**src/rtl/package_settings.sv**
```systemverilog
// Shared system settings; filter samples are SIZE_FILTER_DATA+1 bits wide, signed.
package package_settings;
    localparam int SIZE_FILTER_DATA = 15;
endpackage

```
**src/rtl/peak_parameters.sv**
```systemverilog
// Types and defaults shared by the pulse peak detector, its interface and its output slot.
package peak_parameters;
    import package_settings::*;

    localparam int THRESHOLD_DEFAULT = 100;
    localparam int MIN_WIDTH_DEFAULT = 2;
    localparam int HOLDOFF_DEFAULT   = 4;
    localparam int TS_MAX_WIDTH      = 64;

    typedef logic signed [SIZE_FILTER_DATA:0] sample_t;

    typedef enum logic [1:0] {
        ST_IDLE,
        ST_ARMED,
        ST_HOLDOFF
    } peak_state_e;

    // Timestamp field is sized for the widest supported counter; narrower ones are zero-extended.
    typedef struct packed {
        sample_t                 amplitude;
        logic [TS_MAX_WIDTH-1:0] timestamp;
        logic [7:0]              width;
    } peak_record_t;
endpackage

```
**src/rtl/pulse_peak_detector_if.sv**
```systemverilog
// Peak record stream from the detector to the readout logic (valid/ready plus drop counter).
interface pulse_peak_detector_if #(
    parameter int TS_WIDTH = 32
);
    import package_settings::*;

    logic                             peak_valid;
    logic                             peak_ready;
    logic signed [SIZE_FILTER_DATA:0] peak_amplitude;
    logic [TS_WIDTH-1:0]              peak_time;
    logic [7:0]                       peak_width;
    logic [15:0]                      lost_count;

    modport master (
        output peak_valid, peak_amplitude, peak_time, peak_width, lost_count,
        input  peak_ready
    );

    modport slave (
        input  peak_valid, peak_amplitude, peak_time, peak_width, lost_count,
        output peak_ready
    );
endinterface

```
**src/rtl/peak_output_slot.sv**
```systemverilog
// One-deep valid/ready holding register for peak records; counts records dropped while full.
module peak_output_slot
    import peak_parameters::*;
#(
    parameter int TS_WIDTH = 32
) (
    input  logic                          clk,
    input  logic                          reset,
    input  logic                          emit_i,
    input  peak_record_t                  record_i,
    pulse_peak_detector_if.master         peak_if
);
    logic         valid_q, valid_d;
    peak_record_t rec_q, rec_d;
    logic [15:0]  lost_q, lost_d;
    logic         accept;
    logic         load;

    // A record being drained on this edge frees the slot for a simultaneous load.
    always_comb begin
        accept  = valid_q && peak_if.peak_ready;
        load    = emit_i && (!valid_q || accept);
        valid_d = valid_q;
        rec_d   = rec_q;
        lost_d  = lost_q;
        if (load) begin
            valid_d = 1'b1;
            rec_d   = record_i;
        end else if (accept) begin
            valid_d = 1'b0;
        end
        if (emit_i && !load && (lost_q != 16'hFFFF)) begin
            lost_d = lost_q + 16'd1;
        end
    end

    always_ff @(posedge clk) begin
        if (reset) begin
            valid_q <= 1'b0;
            rec_q   <= '0;
            lost_q  <= '0;
        end else begin
            valid_q <= valid_d;
            rec_q   <= rec_d;
            lost_q  <= lost_d;
        end
    end

    assign peak_if.peak_valid     = valid_q;
    assign peak_if.peak_amplitude = rec_q.amplitude;
    assign peak_if.peak_time      = rec_q.timestamp[TS_WIDTH-1:0];
    assign peak_if.peak_width     = rec_q.width;
    assign peak_if.lost_count     = lost_q;

    generate
        if (TS_WIDTH < TS_MAX_WIDTH) begin : g_ts_hi
            logic unused_ts_hi;
            assign unused_ts_hi = ^rec_q.timestamp[TS_MAX_WIDTH-1:TS_WIDTH];
        end
    endgenerate
endmodule

```
**src/rtl/pulse_peak_detector.sv**
```systemverilog
// Threshold-triggered pulse detector: tracks peak amplitude, peak timestamp and width of each pulse.
module pulse_peak_detector
    import package_settings::*;
    import peak_parameters::*;
#(
    parameter int THRESHOLD = THRESHOLD_DEFAULT,
    parameter int MIN_WIDTH = MIN_WIDTH_DEFAULT,
    parameter int HOLDOFF   = HOLDOFF_DEFAULT,
    parameter int TS_WIDTH  = 32
) (
    input  logic                             clk,
    input  logic                             reset,
    input  logic signed [SIZE_FILTER_DATA:0] filter_data,
    pulse_peak_detector_if.master            peak_if
);
    localparam sample_t            THRESH_S = sample_t'(THRESHOLD);
    localparam logic [7:0]         MIN_W8   = 8'(MIN_WIDTH);
    localparam logic [7:0]         HOLD8    = 8'(HOLDOFF);
    localparam logic [TS_WIDTH-1:0] TS_ONE  = {{(TS_WIDTH-1){1'b0}}, 1'b1};

    peak_state_e         state_q, state_d;
    logic [TS_WIDTH-1:0] ts_q;
    sample_t             x_q;
    logic [TS_WIDTH-1:0] tag_q;
    sample_t             max_q, max_d;
    logic [TS_WIDTH-1:0] max_ts_q, max_ts_d;
    logic [7:0]          width_q, width_d;
    logic [7:0]          hold_q, hold_d;
    logic                above;
    logic                emit;
    peak_record_t        record;

    assign above = (x_q > THRESH_S);

    // Each registered sample carries the timestamp of the edge that captured it.
    always_ff @(posedge clk) begin
        if (reset) begin
            state_q  <= ST_IDLE;
            ts_q     <= '0;
            x_q      <= '0;
            tag_q    <= '0;
            max_q    <= '0;
            max_ts_q <= '0;
            width_q  <= '0;
            hold_q   <= '0;
        end else begin
            state_q  <= state_d;
            ts_q     <= ts_q + TS_ONE;
            x_q      <= filter_data;
            tag_q    <= ts_q;
            max_q    <= max_d;
            max_ts_q <= max_ts_d;
            width_q  <= width_d;
            hold_q   <= hold_d;
        end
    end

    always_comb begin
        state_d = state_q;
        case (state_q)
            ST_IDLE:    if (above) state_d = ST_ARMED;
            ST_ARMED:   if (!above) state_d = (width_q >= MIN_W8) ? ST_HOLDOFF : ST_IDLE;
            ST_HOLDOFF: if (hold_q == 8'd1) state_d = ST_IDLE;
            default:    state_d = ST_IDLE;
        endcase
    end

    always_comb begin
        emit     = 1'b0;
        max_d    = max_q;
        max_ts_d = max_ts_q;
        width_d  = width_q;
        hold_d   = hold_q;
        case (state_q)
            ST_IDLE: begin
                if (above) begin
                    max_d    = x_q;
                    max_ts_d = tag_q;
                    width_d  = 8'd1;
                end
            end
            ST_ARMED: begin
                if (above) begin
                    if (width_q != 8'hFF) width_d = width_q + 8'd1;
                    // Strictly greater keeps the earliest sample of a flat top.
                    if (x_q > max_q) begin
                        max_d    = x_q;
                        max_ts_d = tag_q;
                    end
                end else if (width_q >= MIN_W8) begin
                    emit   = 1'b1;
                    hold_d = HOLD8;
                end
            end
            ST_HOLDOFF: hold_d = hold_q - 8'd1;
            default: ;
        endcase
    end

    always_comb begin
        record.amplitude = max_q;
        record.timestamp = TS_MAX_WIDTH'(max_ts_q);
        record.width     = width_q;
    end

    peak_output_slot #(
        .TS_WIDTH (TS_WIDTH)
    ) u_slot (
        .clk      (clk),
        .reset    (reset),
        .emit_i   (emit),
        .record_i (record),
        .peak_if  (peak_if)
    );
endmodule
```
**src/flat_wrapper.sv**
```systemverilog
// flat-port wrapper written by rule: the top's interface ports become plain ports
module pulse_peak_detector_flat import package_settings::*; import peak_parameters::*;
#(
    parameter int THRESHOLD = THRESHOLD_DEFAULT,
    parameter int MIN_WIDTH = MIN_WIDTH_DEFAULT,
    parameter int HOLDOFF   = HOLDOFF_DEFAULT,
    parameter int TS_WIDTH  = 32
)
  (clk, reset, filter_data, peak_if_peak_valid, peak_if_peak_amplitude, peak_if_peak_time, peak_if_peak_width, peak_if_lost_count, peak_if_peak_ready);
  pulse_peak_detector_if #(.TS_WIDTH(TS_WIDTH)) peak_if_i ();
  input  logic clk;
  input  logic reset;
  input  logic signed [SIZE_FILTER_DATA:0] filter_data;
  output wire logic [$bits(peak_if_i.peak_valid)-1:0] peak_if_peak_valid;
  output wire logic [$bits(peak_if_i.peak_amplitude)-1:0] peak_if_peak_amplitude;
  output wire logic [$bits(peak_if_i.peak_time)-1:0] peak_if_peak_time;
  output wire logic [$bits(peak_if_i.peak_width)-1:0] peak_if_peak_width;
  output wire logic [$bits(peak_if_i.lost_count)-1:0] peak_if_lost_count;
  input wire logic [$bits(peak_if_i.peak_ready)-1:0] peak_if_peak_ready;
  assign peak_if_peak_valid = peak_if_i.peak_valid;
  assign peak_if_peak_amplitude = peak_if_i.peak_amplitude;
  assign peak_if_peak_time = peak_if_i.peak_time;
  assign peak_if_peak_width = peak_if_i.peak_width;
  assign peak_if_lost_count = peak_if_i.lost_count;
  assign peak_if_i.peak_ready = peak_if_peak_ready;
  pulse_peak_detector #(.THRESHOLD(THRESHOLD), .MIN_WIDTH(MIN_WIDTH), .HOLDOFF(HOLDOFF), .TS_WIDTH(TS_WIDTH)) u_core (.clk(clk), .reset(reset), .filter_data(filter_data), .peak_if(peak_if_i));
endmodule
```
**config.mk**
```make
export PLATFORM = sky130hd
export DESIGN_NAME = pulse_peak_detector_flat
export DESIGN_NICKNAME = d
export VERILOG_FILES = /design/src/rtl/package_settings.sv /design/src/rtl/peak_parameters.sv /design/src/rtl/pulse_peak_detector_if.sv /design/src/rtl/peak_output_slot.sv /design/src/rtl/pulse_peak_detector.sv /design/src/flat_wrapper.sv
export SDC_FILE = /design/constraint.sdc
export NUM_CORES = 1
export LEC_CHECK = 0
export ABC_AREA = 1
export BUFFER_PORTS_ARGS = -buffer_cell sky130_fd_sc_hd__clkbuf_2
export CORE_UTILIZATION = 45
export CTS_BUF_LIST = sky130_fd_sc_hd__clkbuf_4 sky130_fd_sc_hd__clkbuf_8 sky130_fd_sc_hd__clkbuf_16
export DETAILED_ROUTE_END_ITERATION = 8
export GPL_TIMING_DRIVEN = 0
export MAX_ROUTING_LAYER = met4
export REMOVE_ABC_BUFFERS = 1
export SETUP_SLACK_MARGIN = 0.05
export SLEW_MARGIN = 20
export SYNTH_ARGS = -nofsm -noshare
export SYNTH_HDL_FRONTEND = slang
export SYNTH_SLANG_ARGS = --single-unit
export TNS_END_PERCENT = 30
```
**constraint.sdc**
```tcl
create_clock -name clk -period 4.6 [get_ports clk]
set_input_delay 0.23 -clock clk [delete_from_list [all_inputs] [get_ports clk]]
set_output_delay 0.23 -clock clk [all_outputs]
set_load 0.01 [all_outputs]
```
==> results.yml <==
pwr:
  vdd_drop_max_uv: 263
  swShare_pct: 31.7
  power.switching_mw: 1.72
  combinationalPowerShare_pct: 23.6
  power_frac_clock_pct: 34.1
  internal-power_mw: 3.70
  leakage_nw: 4.66
  power_density_nw_per_um2: 499
  seq_power_share_pct: 42.3
global_routing:
  grt_overflow_total: 0
  antenna_found_initial: 0
  grt_usage_pct: 18.0
  grt_pass1_vias: 7061
  grt_pass1_wl_mm: 31.4
  grt_start_max_net_pins: 96
clock_network:
  htree_levels: 1
  path_clk_slew_ns: 0.06
  ctsResizeCount: 0
  clock_sinks: 219
  root_buffer: "clkbuf_16"
  numCtsBuffers: 25
  clkLatencyLatePin_ns: 0.50
  post_cts.repair.setup_buffers: 0
  cts_tree: "built"
  clk_path_buf_depth: 3
sta:
  fin_skew_ns: 0.00643
  final_max_slew_viol_count: 0
  setup_violations: 0
  rsz0062_at_grt: "no"
  finalHoldViolCount: 0
  max-slew-margin-rel_pct: 30.7
  fin_setup_tns_ns: 0
  fmax_mhz: 393
  tightest_slew_ns: 1.04
  timing.final.crit_share_pct: 55.3
  period_needed_ns: 2.54
outcome:
  status: "finished, final reports clean"
synthesis:
  yosys_warnings: 0
  synth_simple_gate_area_share_pct: 25.3
  synth_top_family_by_area: "simple AND/OR/NAND/NOR gates"
  ys.flop_type: "dfxtp_1"
  ys_seq_elements: 219
  synth-async-reset-ratio_pct: 0
  synth_area_um2: 9250
  synth.area.mux_share_pct: 0
  synth-xor-area-share_pct: 1.71
  synth-edff-count: 0
  synth_cells: 1266
  ys_types: 41
  synthAdderAreaFrac_pct: 3.38
  synth.avg_cell_area_um2: 7.30
  ys_seq_area_share_pct: 47.4
  synth_compound_area_share_pct: 10.6
worst_setup_path:
  r2r-start: "u_core.max_q[15]"
  cp.arrival_ns: 2.94
  cp-end-kind: "register"
  cp-start-kind: "register"
  regToRegSetupSlack_ns: 2.06
  cp_slowest_stage_delay_ns: 0.73
  r2r-end: "u_core.max_ts_q[30]"
  cpLargestDelayFamily: "simple AND/OR/NAND/NOR gates"
  required_ns: 5.00
  rr_worst_depth: 15
  cp_common_cell: "nand2_1"
  crit_chain: "inv_1 -> ha_1 -> nand2_1 -> nor2_1 -> nand2_1 -> inv_1 -> nand2_1 -> nand2_1 -> nand2_1 -> nand2_1 -> nand2_1 -> nand2_4 -> nand2_1 -> nand2_1 -> nor2_1"
  slowest_stage: "nand2_4"
  criticalPathCategory: "reg -> reg"
  crit_buf_inv: 2
  crit_fanout: 95
floorplan:
  core_area_um2: 20200
  die_w_um: 145
  die_y_um: 145
  row_count: 52
  initial_utilization_pct: 45.8
  ios: 92
  dieArea_um2: 21100
layout:
  layout_common_cells: "dfxtp_1 (219), inv_1 (215), nand2_1 (215)"
  final_common_cell: "dfxtp_1"
  num-nets-final: 1401
  diodes: 0
  postLayoutCoreUtil_pct: 53.8
  drive_gt1_share_pct: 12.9
  fill_cells: 2039
  area_growth_pct: 17.4
  stdcell_count: 1644
job:
  drv_cap: 0
detailed_routing:
  drt_wl_total_mm: 18.4
  wl_per_cell_um: 11.2
  viasPerCell: 4.68
  drt_pass1_iterations: 5
  final_antenna_net_count: 0
  drt-initial-drc-count: 325
  via_count: 7690
  drc: 0
worst_hold_path:
  holdPathEnd: "u_core.u_slot.peak_if.peak_valid"
  min_from: "peak_if_peak_ready"
  hp-class: "in -> reg"
  hold_path_depth: 4
placement:
  gp_congestion: 0.860
  dpl.cell_count: 1584
  place_hpwl_mm: 12.2
  port_buffers: 91
[synth_stat cells, types with 14 or more instances]
cell	instances	area, um^2
dfxtp_1	219	4380
buf_2	14	70.1
nand3_1	27	135
inv_1	216	811
o21ai_0	78	390
nand4_1	18	113
nand2_1	215	807
xor2_1	15	131
nand2_2	14	87.6
nor2_1	208	781
clkbuf_1	24	90.1
ha_1	25	313
a21oi_1	101	505
nor3_1	27	135
[metrics by stage]
step / worst slack (ns) / total power, mW / cell area, um^2 / hold slack, ns
final: 2.06 / 5.42 / 10900 / 0.153
after global placement: -1.01 / 3.59 / 9800 / 0.430
after global routing: 1.65 / 5.83 / 10900 / 0.144
after detailed placement: 2.00 / 3.62 / 9920 / 0.434
after CTS: 1.99 / 5.50 / 10900 / 0.128
after floorplan: 1.25 / 3.30 / 9010 / 0.297
[sequential cells by signal, summed over array words and instances (netlist names)]
name / cells
u_core.x_q: 16
u_core.state_q: 2
u_core.max_ts_q: 32
u_core.tag_q: 32
u_core.u_slot.peak_if.peak_valid: 1
u_core.u_slot.peak_if.peak_time: 32
u_core.u_slot.peak_if.peak_amplitude: 16
u_core.u_slot.peak_if.peak_width: 8
u_core.hold_q: 8
u_core.width_q: 8
u_core.u_slot.peak_if.lost_count: 16
u_core.ts_q: 32
u_core.max_q: 16
[cell type report]
cell class	count	area (um^2)	share of cell area [%]
repair buffers	111	713	6.57
well taps	270	338	3.11
clock buffers	33	711	6.54
clock inverters	11	68.8	0.634
multi-input cells	778	3810	35.1
inverters	222	838	7.72
flip-flops and latches	219	4380	40.4
[routing by layer]
| metal | up-vias | track usage [%] | part of all wire [%] |
|---|---|---|---|
| met2 | 106 | 31.5 | 48 |
| met3 | 29 | 2.54 | 3.7 |
| met4 | 0 | 4.53 | 1.6 |
| li1 | 4100 | - | - |
| met5 | - | - | 0 |
| met1 | 3455 | 21.6 | 47 |
[worst min-delay path, stage by stage]
cell and delay (ns):
clkbuf_2 0.08, inv_1 0.03, nand2_1 0.17, a21oi_1 0.10
[worst max path at each step]
stage	endpoint	start	slack [ns]	cells after the start
after floorplan	u_core.u_slot.peak_if.peak_amplitude[0]	u_core.state_q[1]	1.25	7
after global placement	u_core.hold_q[0]	reset	-1.01	4
after detailed placement	u_core.max_ts_q[8]	u_core.max_q[15]	2.00	15
after CTS	u_core.max_ts_q[8]	u_core.max_q[15]	1.99	15
after global routing	u_core.max_q[2]	u_core.max_q[15]	1.65	15
final	u_core.max_ts_q[30]	u_core.max_q[15]	2.06	15
[logic make-up after synthesis]
kind of cell	after synthesis
AOI/OAI and AO/OA	192
xor gates and xnor gates	18
adders and majority gates	25
buffers and inverters	269
DFF	219
and+or+nand+nor	543
[power groups by stage]
stage          registers [mW]  logic (mW)  clock network, mW
4_1_cts                  2.29        1.31               1.90
5_1_grt                  2.33        1.51               1.99
6_report                 2.29        1.28               1.85
2_1_floorplan            2.30       0.997                  0
3_5_place_dp             2.34        1.29                  0
3_3_place_gp             2.33        1.26                  0
[timing repair]
action | in CTS | in global routing
hold endpoints to repair | 16 | 0
hold buffers | 16 | 0
endpoints found under the setup margin | 0 | 0
(Power assumes the default switching activity.)
